`src/rtl/seg7_pkg.sv`:
```
// Shared definitions for the 7-segment scan driver: glyph constants,
// nibble-to-glyph lookup and the converter state encoding.
package seg7_pkg;

    // Segment order is {g,f,e,d,c,b,a}, active low.
    localparam logic [6:0] GLYPH_0     = 7'b1000000;
    localparam logic [6:0] GLYPH_1     = 7'b1111001;
    localparam logic [6:0] GLYPH_2     = 7'b0100100;
    localparam logic [6:0] GLYPH_3     = 7'b0110000;
    localparam logic [6:0] GLYPH_4     = 7'b0011001;
    localparam logic [6:0] GLYPH_5     = 7'b0010010;
    localparam logic [6:0] GLYPH_6     = 7'b0000010;
    localparam logic [6:0] GLYPH_7     = 7'b1111000;
    localparam logic [6:0] GLYPH_8     = 7'b0000000;
    localparam logic [6:0] GLYPH_9     = 7'b0010000;
    localparam logic [6:0] GLYPH_DASH  = 7'b0111111;
    localparam logic [6:0] GLYPH_BLANK = 7'b1111111;

    typedef enum logic [1:0] {
        ST_LOAD  = 2'd0,
        ST_SHIFT = 2'd1,
        ST_WRITE = 2'd2
    } conv_state_t;

    // Non-decimal nibbles never come out of the converter; show them dark.
    function automatic logic [6:0] glyph(input logic [3:0] nib);
        case (nib)
            4'd0:    glyph = GLYPH_0;
            4'd1:    glyph = GLYPH_1;
            4'd2:    glyph = GLYPH_2;
            4'd3:    glyph = GLYPH_3;
            4'd4:    glyph = GLYPH_4;
            4'd5:    glyph = GLYPH_5;
            4'd6:    glyph = GLYPH_6;
            4'd7:    glyph = GLYPH_7;
            4'd8:    glyph = GLYPH_8;
            4'd9:    glyph = GLYPH_9;
            default: glyph = GLYPH_BLANK;
        endcase
    endfunction

endpackage

```
`src/rtl/bin2bcd_seq.sv`:
```
// Sequential double-dabble binary-to-BCD converter, one bit per cycle.
//
// state    | meaning
// ---------+------------------------------------------------------------
// ST_LOAD  | idle; on start latch bin, clear BCD shifter and overflow
// ST_SHIFT | BIN_W cycles of add-3 then shift-left; carry-out sets ovf
// ST_WRITE | done pulse; bcd/ovf hold the finished result
module bin2bcd_seq #(
    parameter int BIN_W      = 9,
    parameter int DIG_PER_CH = 4
) (
    input  logic                    clk,
    input  logic                    rst_n,
    input  logic                    start,
    input  logic [BIN_W-1:0]        bin,
    output logic                    busy,
    output logic                    done,
    output logic [4*DIG_PER_CH-1:0] bcd,
    output logic                    ovf
);
    import seg7_pkg::*;

    localparam int BCD_W = 4 * DIG_PER_CH;
    localparam int CNT_W = $clog2(BIN_W + 1);

    conv_state_t      state_q, state_d;
    logic [BIN_W-1:0] bin_q;
    logic [BCD_W-1:0] bcd_q;
    logic [BCD_W-1:0] bcd_adj;
    logic             ovf_q;
    logic [CNT_W-1:0] cnt_q;

    // Add 3 to every nibble of 5 or more before the shift.
    always_comb begin
        bcd_adj = bcd_q;
        for (int i = 0; i < DIG_PER_CH; i++) begin
            if (bcd_q[4*i +: 4] >= 4'd5) begin
                bcd_adj[4*i +: 4] = bcd_q[4*i +: 4] + 4'd3;
            end
        end
    end

    // State register.
    always_ff @(posedge clk or negedge rst_n) begin
        if (!rst_n) begin
            state_q <= ST_LOAD;
        end else begin
            state_q <= state_d;
        end
    end

    // Next-state and handshake outputs; shift phase ends on terminal count 1.
    always_comb begin
        state_d = state_q;
        busy    = 1'b0;
        done    = 1'b0;
        case (state_q)
            ST_LOAD: begin
                if (start) begin
                    state_d = ST_SHIFT;
                end
            end
            ST_SHIFT: begin
                busy = 1'b1;
                if (cnt_q == CNT_W'(1)) begin
                    state_d = ST_WRITE;
                end
            end
            ST_WRITE: begin
                done    = 1'b1;
                state_d = ST_LOAD;
            end
            default: state_d = ST_LOAD;
        endcase
    end

    // Datapath: latch, shift with sticky overflow, down-count remaining bits.
    always_ff @(posedge clk or negedge rst_n) begin
        if (!rst_n) begin
            bin_q <= '0;
            bcd_q <= '0;
            ovf_q <= 1'b0;
            cnt_q <= '0;
        end else if (state_q == ST_LOAD && start) begin
            bin_q <= bin;
            bcd_q <= '0;
            ovf_q <= 1'b0;
            cnt_q <= CNT_W'(BIN_W);
        end else if (state_q == ST_SHIFT) begin
            bcd_q <= {bcd_adj[BCD_W-2:0], bin_q[BIN_W-1]};
            ovf_q <= ovf_q | bcd_adj[BCD_W-1];
            bin_q <= bin_q << 1;
            cnt_q <= cnt_q - CNT_W'(1);
        end
    end

    assign bcd = bcd_q;
    assign ovf = ovf_q;

endmodule

```
`src/rtl/seg7_scan_driver.sv`:
```
// Multi-channel 7-segment scan driver: round-robin BCD conversion of each
// score, per-channel display registers and a multiplexed active-low bus.
// Optional build macro SEG7_LEADING_ZERO_BLANK_EN blanks leading zeros.
module seg7_scan_driver #(
    parameter int NUM_CH      = 2,
    parameter int DIG_PER_CH  = 4,
    parameter int BIN_W       = 9,
    parameter int REFRESH_DIV = 100000
) (
    input  logic                           clk,
    input  logic                           rst_n,
    input  logic [NUM_CH*BIN_W-1:0]        score_i,
    input  logic [NUM_CH*DIG_PER_CH-1:0]   digit_en_i,
    output logic [NUM_CH*DIG_PER_CH-1:0]   anode,
    output logic [6:0]                     segment,
    output logic                           frame_o
);
    import seg7_pkg::*;

    localparam int ND    = NUM_CH * DIG_PER_CH;
    localparam int BCD_W = 4 * DIG_PER_CH;
    localparam int CH_W  = (NUM_CH > 1) ? $clog2(NUM_CH) : 1;
    localparam int IDX_W = (ND > 1) ? $clog2(ND) : 1;
    localparam int PRE_W = $clog2(REFRESH_DIV);

    logic [CH_W-1:0]  ch_sel;
    logic [BIN_W-1:0] cur_score;
    logic             conv_busy;
    logic             conv_done;
    logic [BCD_W-1:0] conv_bcd;
    logic             conv_ovf;

    logic [BCD_W-1:0]  disp_bcd_q [NUM_CH];
    logic [NUM_CH-1:0] disp_ovf_q;

    logic [PRE_W-1:0] pre_q;
    logic             pre_tc;
    logic [IDX_W-1:0] idx_q;
    logic [IDX_W-1:0] idx_nxt;

    logic [6:0]    dig_seg   [ND];
    logic [ND-1:0] dig_blank;
    logic [ND-1:0] anode_d;
    logic [6:0]    segment_d;

    // Score of the channel currently owning the converter.
    always_comb begin
        cur_score = '0;
        for (int c = 0; c < NUM_CH; c++) begin
            if (ch_sel == CH_W'(c)) begin
                cur_score = score_i[c*BIN_W +: BIN_W];
            end
        end
    end

    bin2bcd_seq #(
        .BIN_W      (BIN_W),
        .DIG_PER_CH (DIG_PER_CH)
    ) u_conv (
        .clk   (clk),
        .rst_n (rst_n),
        .start (~conv_busy),
        .bin   (cur_score),
        .busy  (conv_busy),
        .done  (conv_done),
        .bcd   (conv_bcd),
        .ovf   (conv_ovf)
    );

    // Capture finished conversions and rotate to the next channel.
    always_ff @(posedge clk or negedge rst_n) begin
        if (!rst_n) begin
            ch_sel     <= '0;
            disp_ovf_q <= '0;
            for (int c = 0; c < NUM_CH; c++) begin
                disp_bcd_q[c] <= '0;
            end
        end else if (conv_done) begin
            for (int c = 0; c < NUM_CH; c++) begin
                if (ch_sel == CH_W'(c)) begin
                    disp_bcd_q[c] <= conv_bcd;
                    disp_ovf_q[c] <= conv_ovf;
                end
            end
            ch_sel <= (ch_sel == CH_W'(NUM_CH - 1)) ? '0 : ch_sel + CH_W'(1);
        end
    end

    // Per-digit glyph and blanking, looking through a same-cycle write.
    always_comb begin
        logic [BCD_W-1:0] ch_bcd;
        logic             ch_ovf;
        logic [3:0]       nib;
`ifdef SEG7_LEADING_ZERO_BLANK_EN
        logic             seen_nz;
`endif
        dig_blank = '0;
        for (int d = 0; d < ND; d++) begin
            dig_seg[d] = GLYPH_BLANK;
        end
        for (int c = 0; c < NUM_CH; c++) begin
            ch_bcd = (conv_done && ch_sel == CH_W'(c)) ? conv_bcd : disp_bcd_q[c];
            ch_ovf = (conv_done && ch_sel == CH_W'(c)) ? conv_ovf : disp_ovf_q[c];
`ifdef SEG7_LEADING_ZERO_BLANK_EN
            seen_nz = 1'b0;
`endif
            for (int k = DIG_PER_CH - 1; k >= 0; k--) begin
                nib = ch_bcd[4*k +: 4];
                dig_seg[c*DIG_PER_CH + k] = ch_ovf ? GLYPH_DASH : glyph(nib);
`ifdef SEG7_LEADING_ZERO_BLANK_EN
                seen_nz = seen_nz | (nib != 4'd0);
                dig_blank[c*DIG_PER_CH + k] = !ch_ovf && !seen_nz && (k != 0);
`endif
            end
        end
    end

    // Scan index after the next terminal count, and the slot it will show.
    always_comb begin
        pre_tc    = (pre_q == PRE_W'(REFRESH_DIV - 1));
        idx_nxt   = (idx_q == IDX_W'(ND - 1)) ? '0 : idx_q + IDX_W'(1);
        anode_d   = '1;
        segment_d = GLYPH_BLANK;
        for (int d = 0; d < ND; d++) begin
            if (idx_nxt == IDX_W'(d) && digit_en_i[d] && !dig_blank[d]) begin
                anode_d   = ~(ND'(1) << d);
                segment_d = dig_seg[d];
            end
        end
    end

    // Refresh prescaler and scan index.
    always_ff @(posedge clk or negedge rst_n) begin
        if (!rst_n) begin
            pre_q <= '0;
            idx_q <= '0;
        end else if (pre_tc) begin
            pre_q <= '0;
            idx_q <= idx_nxt;
        end else begin
            pre_q <= pre_q + PRE_W'(1);
        end
    end

    // Registered bus outputs, all updated together on terminal count.
    always_ff @(posedge clk or negedge rst_n) begin
        if (!rst_n) begin
            anode   <= '1;
            segment <= GLYPH_BLANK;
            frame_o <= 1'b0;
        end else begin
            frame_o <= 1'b0;
            if (pre_tc) begin
                anode   <= anode_d;
                segment <= segment_d;
                frame_o <= (idx_q == IDX_W'(ND - 1));
            end
        end
    end

endmodule

```
`config.mk`:
```
export PLATFORM = sky130hd
export DESIGN_NAME = seg7_scan_driver
export DESIGN_NICKNAME = d
export VERILOG_FILES = /design/src/rtl/seg7_pkg.sv /design/src/rtl/bin2bcd_seq.sv /design/src/rtl/seg7_scan_driver.sv
export SDC_FILE = /design/constraint.sdc
export NUM_CORES = 1
export LEC_CHECK = 0
export ABC_AREA = 1
export CORE_ASPECT_RATIO = 0.75
export CORE_MARGIN = 5
export CORE_UTILIZATION = 40
export CTS_CLUSTER_DIAMETER = 200
export DETAILED_ROUTE_END_ITERATION = 12
export HOLD_SLACK_MARGIN = 0.1
export PLACE_DENSITY_LB_ADDON = 0.05
export SLEW_MARGIN = 20
export SYNTH_ARGS = -nofsm -noshare
export SYNTH_HDL_FRONTEND = slang
export SYNTH_SLANG_ARGS = --single-unit
```
`constraint.sdc`:
```
create_clock -name clk -period 4.2 [get_ports clk]
set_input_delay 0.42 -clock clk [delete_from_list [all_inputs] [get_ports clk]]
set_output_delay 0.42 -clock clk [all_outputs]
set_load 0.05 [all_outputs]
```
==> results by group, run 1 <==
Outcome
  • Status: finished, final reports clean

Synthesis
  • Post-Synth Simple-Gate Area: 28.6%
  • Synth Net Count: between 900 and 1000
  • Synth Flop Type: dfrtp_1
  • Post-synthesis compound-gate area fraction: 14.6%
  • Multiplexer share of the synthesized area: 0%
  • Share of the synthesized area in the top cell type: ~33%
  • Sequential-to-total area share from yosys stat: roughly 40%
  • Cell taking the most area after synthesis: dfrtp_1
  • Adder-Cell Fraction of Synth Area: under 10%
  • Synth Area in XOR/XNOR: less than 1%
  • Syn avg cell area: slightly above 7 sq um
  • Warnings from Yosys: 0
  • Asr flop ratio synth: 100%
  • FF+latch count, synth: roughly 100
  • Largest cells by area after synthesis: dfrtp_1 (33%), nand2_1 (15%), inv_1 (7.7%), ha_1 (7.3%), dfstp_2 (5.9%)
  • Main combinational cell family by area after synthesis: simple AND/OR/NAND/NOR gates
  • Synthesized netlist cell count: 931
  • Synth cell types: 37
  • Post-synthesis cell area: around 6700 sq um
  • Number of synthesized flops with an enable pin: 0

Worst setup path
  • Setup CP Type: reg -> reg
  • Reg2Reg Depth: 14
  • Critical Path AT: between 3000 and 4000 ps
  • Worst setup SP type: flop
  • Crit Path Max Fanout: 25
  • Crit end category: flop
  • Req. time, crit path: roughly 4500 ps
  • Worst reg2reg path endpoint: segment[6]
  • FF-to-FF Start: u_conv.state_q[1]
  • Internal reg-to-reg setup slack: ~920 ps

STA
  • Max Clk Rate: 0.304 GHz
  • Max-slew violation count: 0
  • Period utilization: 78.2%
  • Worst relative slew slack: roughly half
  • Final Skew: approximately 13 ps
  • Final setup violating endpoints: 0
  • Final Hold Vio Count: 0
  • RSZ-0062 raised after global routing: false
  • Post-layout min period: 3280 ps
  • Worst Tran Pin Value: 758 ps
  • Setup TNS: 0 ps

Detailed routing
  • Initial drt markers: ~400
  • Drt via density: about 5.0
  • Met2 Routed Length: between 6000 and 7000 um
  • Routed WL: around 18000 um
  • Met3 wire length: about 1000 um
  • Drt pass-1 iters: 5
  • Antenna Nets Post-Route: 0
  • WL met1: between 9000 and 10000 um
  • Total number of vias: 5907
  • Drt wl/cell: between 10 and 15 um
  • DR top layer: met4
  • DRC errors left: 0

Power
  • Sw frac: about 36%
  • Comb pwr share: 31.9%
  • Internal cell power: approximately 1900 uW
  • Switching power total: 1020 uW
  • Pwr/cell area: 380 nW/um^2
  • Power share of the clock group: between 20 and 30%
  • Pleak: roughly 0.004 uW
  • Flop pwr share: 38.5%
  • Max VDD drop: about 0.00025 V

Cells and area
  • Area grow syn2layout: 14.0%
  • Final #Nets: 1040
  • Commonest non-fill, non-tap cells in the layout: nand2_1 (271), inv_1 (136), nor2_1 (88), dfrtp_1 (88), o21ai_0 (77)
  • Antenna cells: 0
  • Commonest non-fill, non-tap cell in the layout: nand2_1
  • Design Area, Final: between 7000 and 8000 sq um
  • Layout cells sized above 1: about 8.5%

Global route
  • Initial antenna violation count: 0
  • First-pass GRT wire length: 29500 um
  • Gr usage total: a little under a fifth
  • Total gr overflow: 0
  • Pin count of the biggest net entering global routing: 79
  • Vias in the first global route: approximately 5500

Die
  • Top Ports: 44
  • Die area: between 15000 and 20000 sq um
  • Core Rows: 40
  • Die H: between 100 and 150 um
  • Die width: approximately 160 um
  • Core area: 16200 sq um
  • Initial Util: approximately 41%

Hold path
  • Worst Hold Class: in -> async

Clock network
  • CTS resizes: 0
  • Clock tree root driver cell: clkbuf_16
  • Clk_lat worst skew: about 360 ps
  • Clock tree buffer depth: 2
  • Clock slew at reported path FFs: approximately 70 ps
  • CTS Sinks: roughly 100
  • CTS Buf Count: 9
  • Htree depth: 3
  • Post-CTS Hold Fix Bufs: 0
  • Post-CTS Repair Setup Buffers: 0
  • CTS tree: done

Run
  • Max Cap Violations: 0

Placement
  • I/O Buffers: 43
  • GP Congestion: between 0.8 and 0.9
  • Post-DP Area: 7300 sq um
  • DP HPWL: ~14000 um
## power by group through the flow
stage               registers, uW  clock network, uW  logic [uW]
CTS                          1110                887         913
floorplan                    1120                  0         673
detailed placement           1130                  0         909
global placement             1130                  0         913
global route                 1120                924        1080
finish                       1110                854         919
## registers in the layout (all words and copies together), names as in the netlist
signal          flops
pre_q              17
segment             7
ch_sel              1
disp_ovf_q          2
disp_bcd_q         32
anode               8
u_conv.bin_q        9
u_conv.cnt_q        4
frame_o             1
u_conv.bcd         16
u_conv.state_q      2
u_conv.ovf          1
idx_q               3
## worst max-delay path by stage
stage                       from    endpoint  slack, ps  cells after the start
6_report       u_conv.state_q[1]  segment[6]        920                     14
4_1_cts        u_conv.state_q[1]  segment[6]        920                     14
5_1_grt        u_conv.state_q[1]  segment[5]        480                     14
3_5_place_dp   u_conv.state_q[1]  segment[6]        940                     14
2_1_floorplan  u_conv.state_q[0]  segment[5]       1920                     15
3_3_place_gp   u_conv.state_q[1]  segment[6]       1050                     14
## layout make-up
type / instances / area, sq um
multi-input combinational: 662 / 3410
clock buffer: 13 / 250
tap: 210 / 263
clock inverter: 3 / 43.8
timing repair buffer: 51 / 492
sequential: 103 / 2600
inverter: 146 / 548
fill: 1634 / 8570
## critical path, stage by stage, from the launching register on
cell and delay [ps]:
dfrtp_1 620, inv_2 320, nor2_4 290, nand2_2 360, o21ai_0 580, inv_1 160
ha_1 210, o21ai_0 230, o21ai_1 90, nand2_1 70, nand3_1 60, nand2_1 60
nand2_1 50, nand2_1 60, nand2_1 50
## stage by stage
step                cells  setup slack, ps  util (%)  hold slack, ps  total power (uW)
finish               1188              915      47.0            82.6              2880
CTS                  1188              922      47.0             284              2910
global route         1188              478      47.0             150              3120
detailed placement   1172              938      45.2             457              2040
floorplan             931             1920         -             124              1800
global placement     1172             1050      45.2             457              2040
## cells by family after synthesis
logic type / count (synthesis)
fa+ha+maj: 39
flops: 103
buf+inv: 166
compound gates: 160
xor+xnor: 4
simple gates: 459
## cells in the mapped netlist (12+ instances only)
cell type,n
or2_2,12
a21oi_1,22
ha_1,39
nor2_1,88
inv_1,136
o21ai_0,77
o21ai_1,12
dfstp_2,15
dfrtp_1,88
nand3_1,58
nand2_1,271
o21ai_2,14
## metal layers
layer / vias up / global-route usage, %
met2: 133 / 26.0
li1: 3053 / -
met3: 16 / 4.36
met5: - / 0
met4: 0 / 4.26
met1: 2705 / 29.7
(Power assumes the default switching activity.)
==> inputs of run 2 (changes only) <==
==> constraint.sdc (replaced) <==
create_clock -name clk -period 2.9 [get_ports clk]
set_input_delay 0.29 -clock clk [delete_from_list [all_inputs] [get_ports clk]]
set_output_delay 0.29 -clock clk [all_outputs]
set_load 0.05 [all_outputs]
==> run 2 against run 1 <==
Effect of this change: critical path depth up 3; flip-flop and latch count unchanged; combinational power grew 43%; clock power increased by 37%; maximum frequency rose by 28%; cell count increased by 0.51%; via count shrank 0.98%; critical path type unchanged; largest cell class unchanged; largest power group unchanged.
==> results by group, run 2 (synthesis gave the netlist of run 1 again) <==
Outcome
  • Status: finished, final reports clean

STA
  • RSZ-0062 raised after global routing: false
  • Max Clk Rate: 0.391 GHz (+28%)
  • Post-layout min period: 2560 ps (-725 ps)
  • Period utilization: 88.3% (+10 points)
  • Setup TNS: 0 ps (unchanged)
  • Final Hold Vio Count: 0 (unchanged)
  • Final Skew: 14.7 ps (+1.80 ps)
  • Worst relative slew slack: 55.5% (+6.0 points)
  • Max-slew violation count: 0 (unchanged)
  • Worst Tran Pin Value: 665 ps (-92.1 ps)
  • Final setup violating endpoints: 0 (unchanged)

Cells and area
  • Final #Nets: 1046 (+0.58%)
  • Design Area, Final: 7670 sq um (+0.92%)
  • Area grow syn2layout: 15.1%
  • Most flops, register: disp_bcd_q
  • Fillers: 1659 (+1.5%)
  • Layout cells sized above 1: 9.35% (+0.86 points)
  • Commonest non-fill, non-tap cells in the layout: nand2_1 (271), inv_1 (136), nor2_1 (88), dfrtp_1 (86), o21ai_0 (76)
  • Largest register FFs: 32 (unchanged)
  • Antenna cells: 0 (unchanged)
  • Final core utilization: 47.4% (+0.43 points)
  • Commonest non-fill, non-tap cell in the layout: nand2_1

Global route
  • Pin count of the biggest net entering global routing: 46 (-42%)
  • Initial antenna violation count: 0 (unchanged)
  • First-pass GRT wire length: 29200 um (-0.96%)
  • Gr usage total: 18.7% (-0.22 points)
  • Vias in the first global route: 5489 (-0.22%)
  • Total gr overflow: 0 (unchanged)

Detailed routing
  • DRC errors left: 0 (unchanged)
  • Initial drt markers: 339 (-18%)
  • Antenna Nets Post-Route: 0 (unchanged)
  • Total number of vias: 5849 (-0.98%)
  • Drt via density: 4.90 (-1.5%)
  • Drt pass-1 iters: 4 (-1)
  • Routed WL: 17600 um (-0.38%)
  • Drt wl/cell: 14.8 um (-0.88%)

Clock network
  • Htree depth: 3 (unchanged)
  • CTS Buf Count: 9 (unchanged)
  • CTS tree: done
  • Clock tree buffer depth: 2 (unchanged)
  • CTS Sinks: 103 (unchanged)
  • Clock slew at reported path FFs: 80 ps (about the same)
  • Post-CTS Repair Setup Buffers: 0 (unchanged)
  • Clock tree root driver cell: clkbuf_16
  • Clk_lat worst skew: 360 ps (about the same)

Power
  • Tot Pwr: 4090 uW (+42%)
  • Sw frac: 36.4% (+0.91 points)
  • Power share of the clock group: 28.6% (-1.0 points)
  • Internal cell power: 2600 uW (+40%)
  • Comb pwr share: 31.9% (about the same)
  • Max VDD drop: 0.000290 V (+17%)
  • Switching power total: 1490 uW (+45%)
  • Pwr/cell area: 533 nW/um^2 (+40%)
  • Pleak: 0.00404 uW (+0.73%)
  • Flop pwr share: 39.4% (+0.9 points)

Placement
  • GP Congestion: 0.871 (-2.1%)
  • Post-DP Area: 7380 sq um (+1.0%)
  • I/O Buffers: 43 (unchanged)
  • DP HPWL: 13800 um (+2.2%)

Die
  • Die area: 19400 sq um (unchanged)
  • Initial Util: 41.2% (unchanged)
  • Top Ports: 44 (unchanged)
  • Core Rows: 40 (unchanged)
  • Die H: 122 um (unchanged)
  • Core area: 16200 sq um (unchanged)
  • Die width: 159 um (unchanged)

Worst setup path
  • Worst setup SP type: flop
  • Crit Path Max Fanout: 7 (-72%)
  • Setup CP Type: reg -> reg
  • Crit end category: flop
  • Critical Path AT: 2840 ps (-730 ps)
  • Internal reg-to-reg setup slack: 340 ps (-580 ps)
  • Req. time, crit path: 3180 ps (-1310 ps)

Run
  • Max Cap Violations: 0 (unchanged)

Hold path
  • Worst Hold Class: in -> async
## run 2: changes by cell type in the layout (fill, tap and decap cells not counted), sizes merged
cell / previous run / this run
buf: 9 / 14
clkbuf: 13 / 10
inv: 145 / 148
bufinv: 1 / 0
dlygate4sd3: 0 / 1
clkinvlp: 0 / 1
## run 2: worst paths after layout
path | start | end | depth (start not counted)
min | rst_n | u_conv.bin_q[1] | 2
max in group asynchronous | rst_n | segment[0] | 3
min in group clk | pre_q[0] | pre_q[0] | 1
max | u_conv.state_q[1] | segment[0] | 17
max reg2reg | u_conv.state_q[1] | segment[0] | 17
min reg2reg | pre_q[0] | pre_q[0] | 1
## run 2: stage by stage
| stage | hold slack, ps | std cells | setup WS (ps) |
|---|---|---|---|
| after CTS | 471 | 1194 | 211 |
| after floorplan | -5.59 | 931 | 617 |
| after global routing | 478 | 1194 | 6.81 |
| after detailed placement | 321 | 1177 | 239 |
| final | 455 | 1194 | 340 |
| after global placement | 325 | 1177 | 220 |
## run 2: per-layer routing
metal | global-route usage (%) | vias to the layer above | wire length [um]
met3 | 3.99 | 11 | 886
met4 | 3.84 | 0 | 147
li1 | - | 3064 | -
met5 | 0 | - | 0
met2 | 25.6 | 98 | 6900
met1 | 29.8 | 2676 | 9710
## run 2: cell type report
class | count | area (sq um) | area share, %
Clock buffer | 10 | 229 | 2.99
Clock inverter | 6 | 51.3 | 0.669
Inverter | 146 | 548 | 7.15
Multi-Input combinational cell | 662 | 3410 | 44.4
Sequential cell | 103 | 2600 | 33.9
Tap cell | 210 | 263 | 3.43
Timing Repair Buffer | 57 | 573 | 7.47
## run 2: critical path: stages (launching register included)
cell and delay (ps):
dfrtp_2 480, buf_4 180, nand2_1 100, nor2_1 130
or2_2 300, o21ai_1 230, inv_1 150, ha_1 200
inv_1 50, nand2_1 50, nand2_1 110, nor2_1 50
o21ai_1 120, nand2_1 60, nor2_1 100, nand2_1 70
nand2_1 60, nand2_1 50
## run 2: power by group through the flow
stage | clock (uW) | sequential, uW | combinational [uW]
2_1_floorplan | 0 | 1630 | 975
3_3_place_gp | 0 | 1640 | 1310
3_5_place_dp | 0 | 1640 | 1290
4_1_cts | 1220 | 1610 | 1310
5_1_grt | 1260 | 1620 | 1520
6_report | 1170 | 1610 | 1310
## run 2: repair_timing
action,in CTS,in global routing
endpoints found under the setup margin,0,6
gates resized for setup,0,3
hold endpoints to repair,38,0
hold buffers,1,0
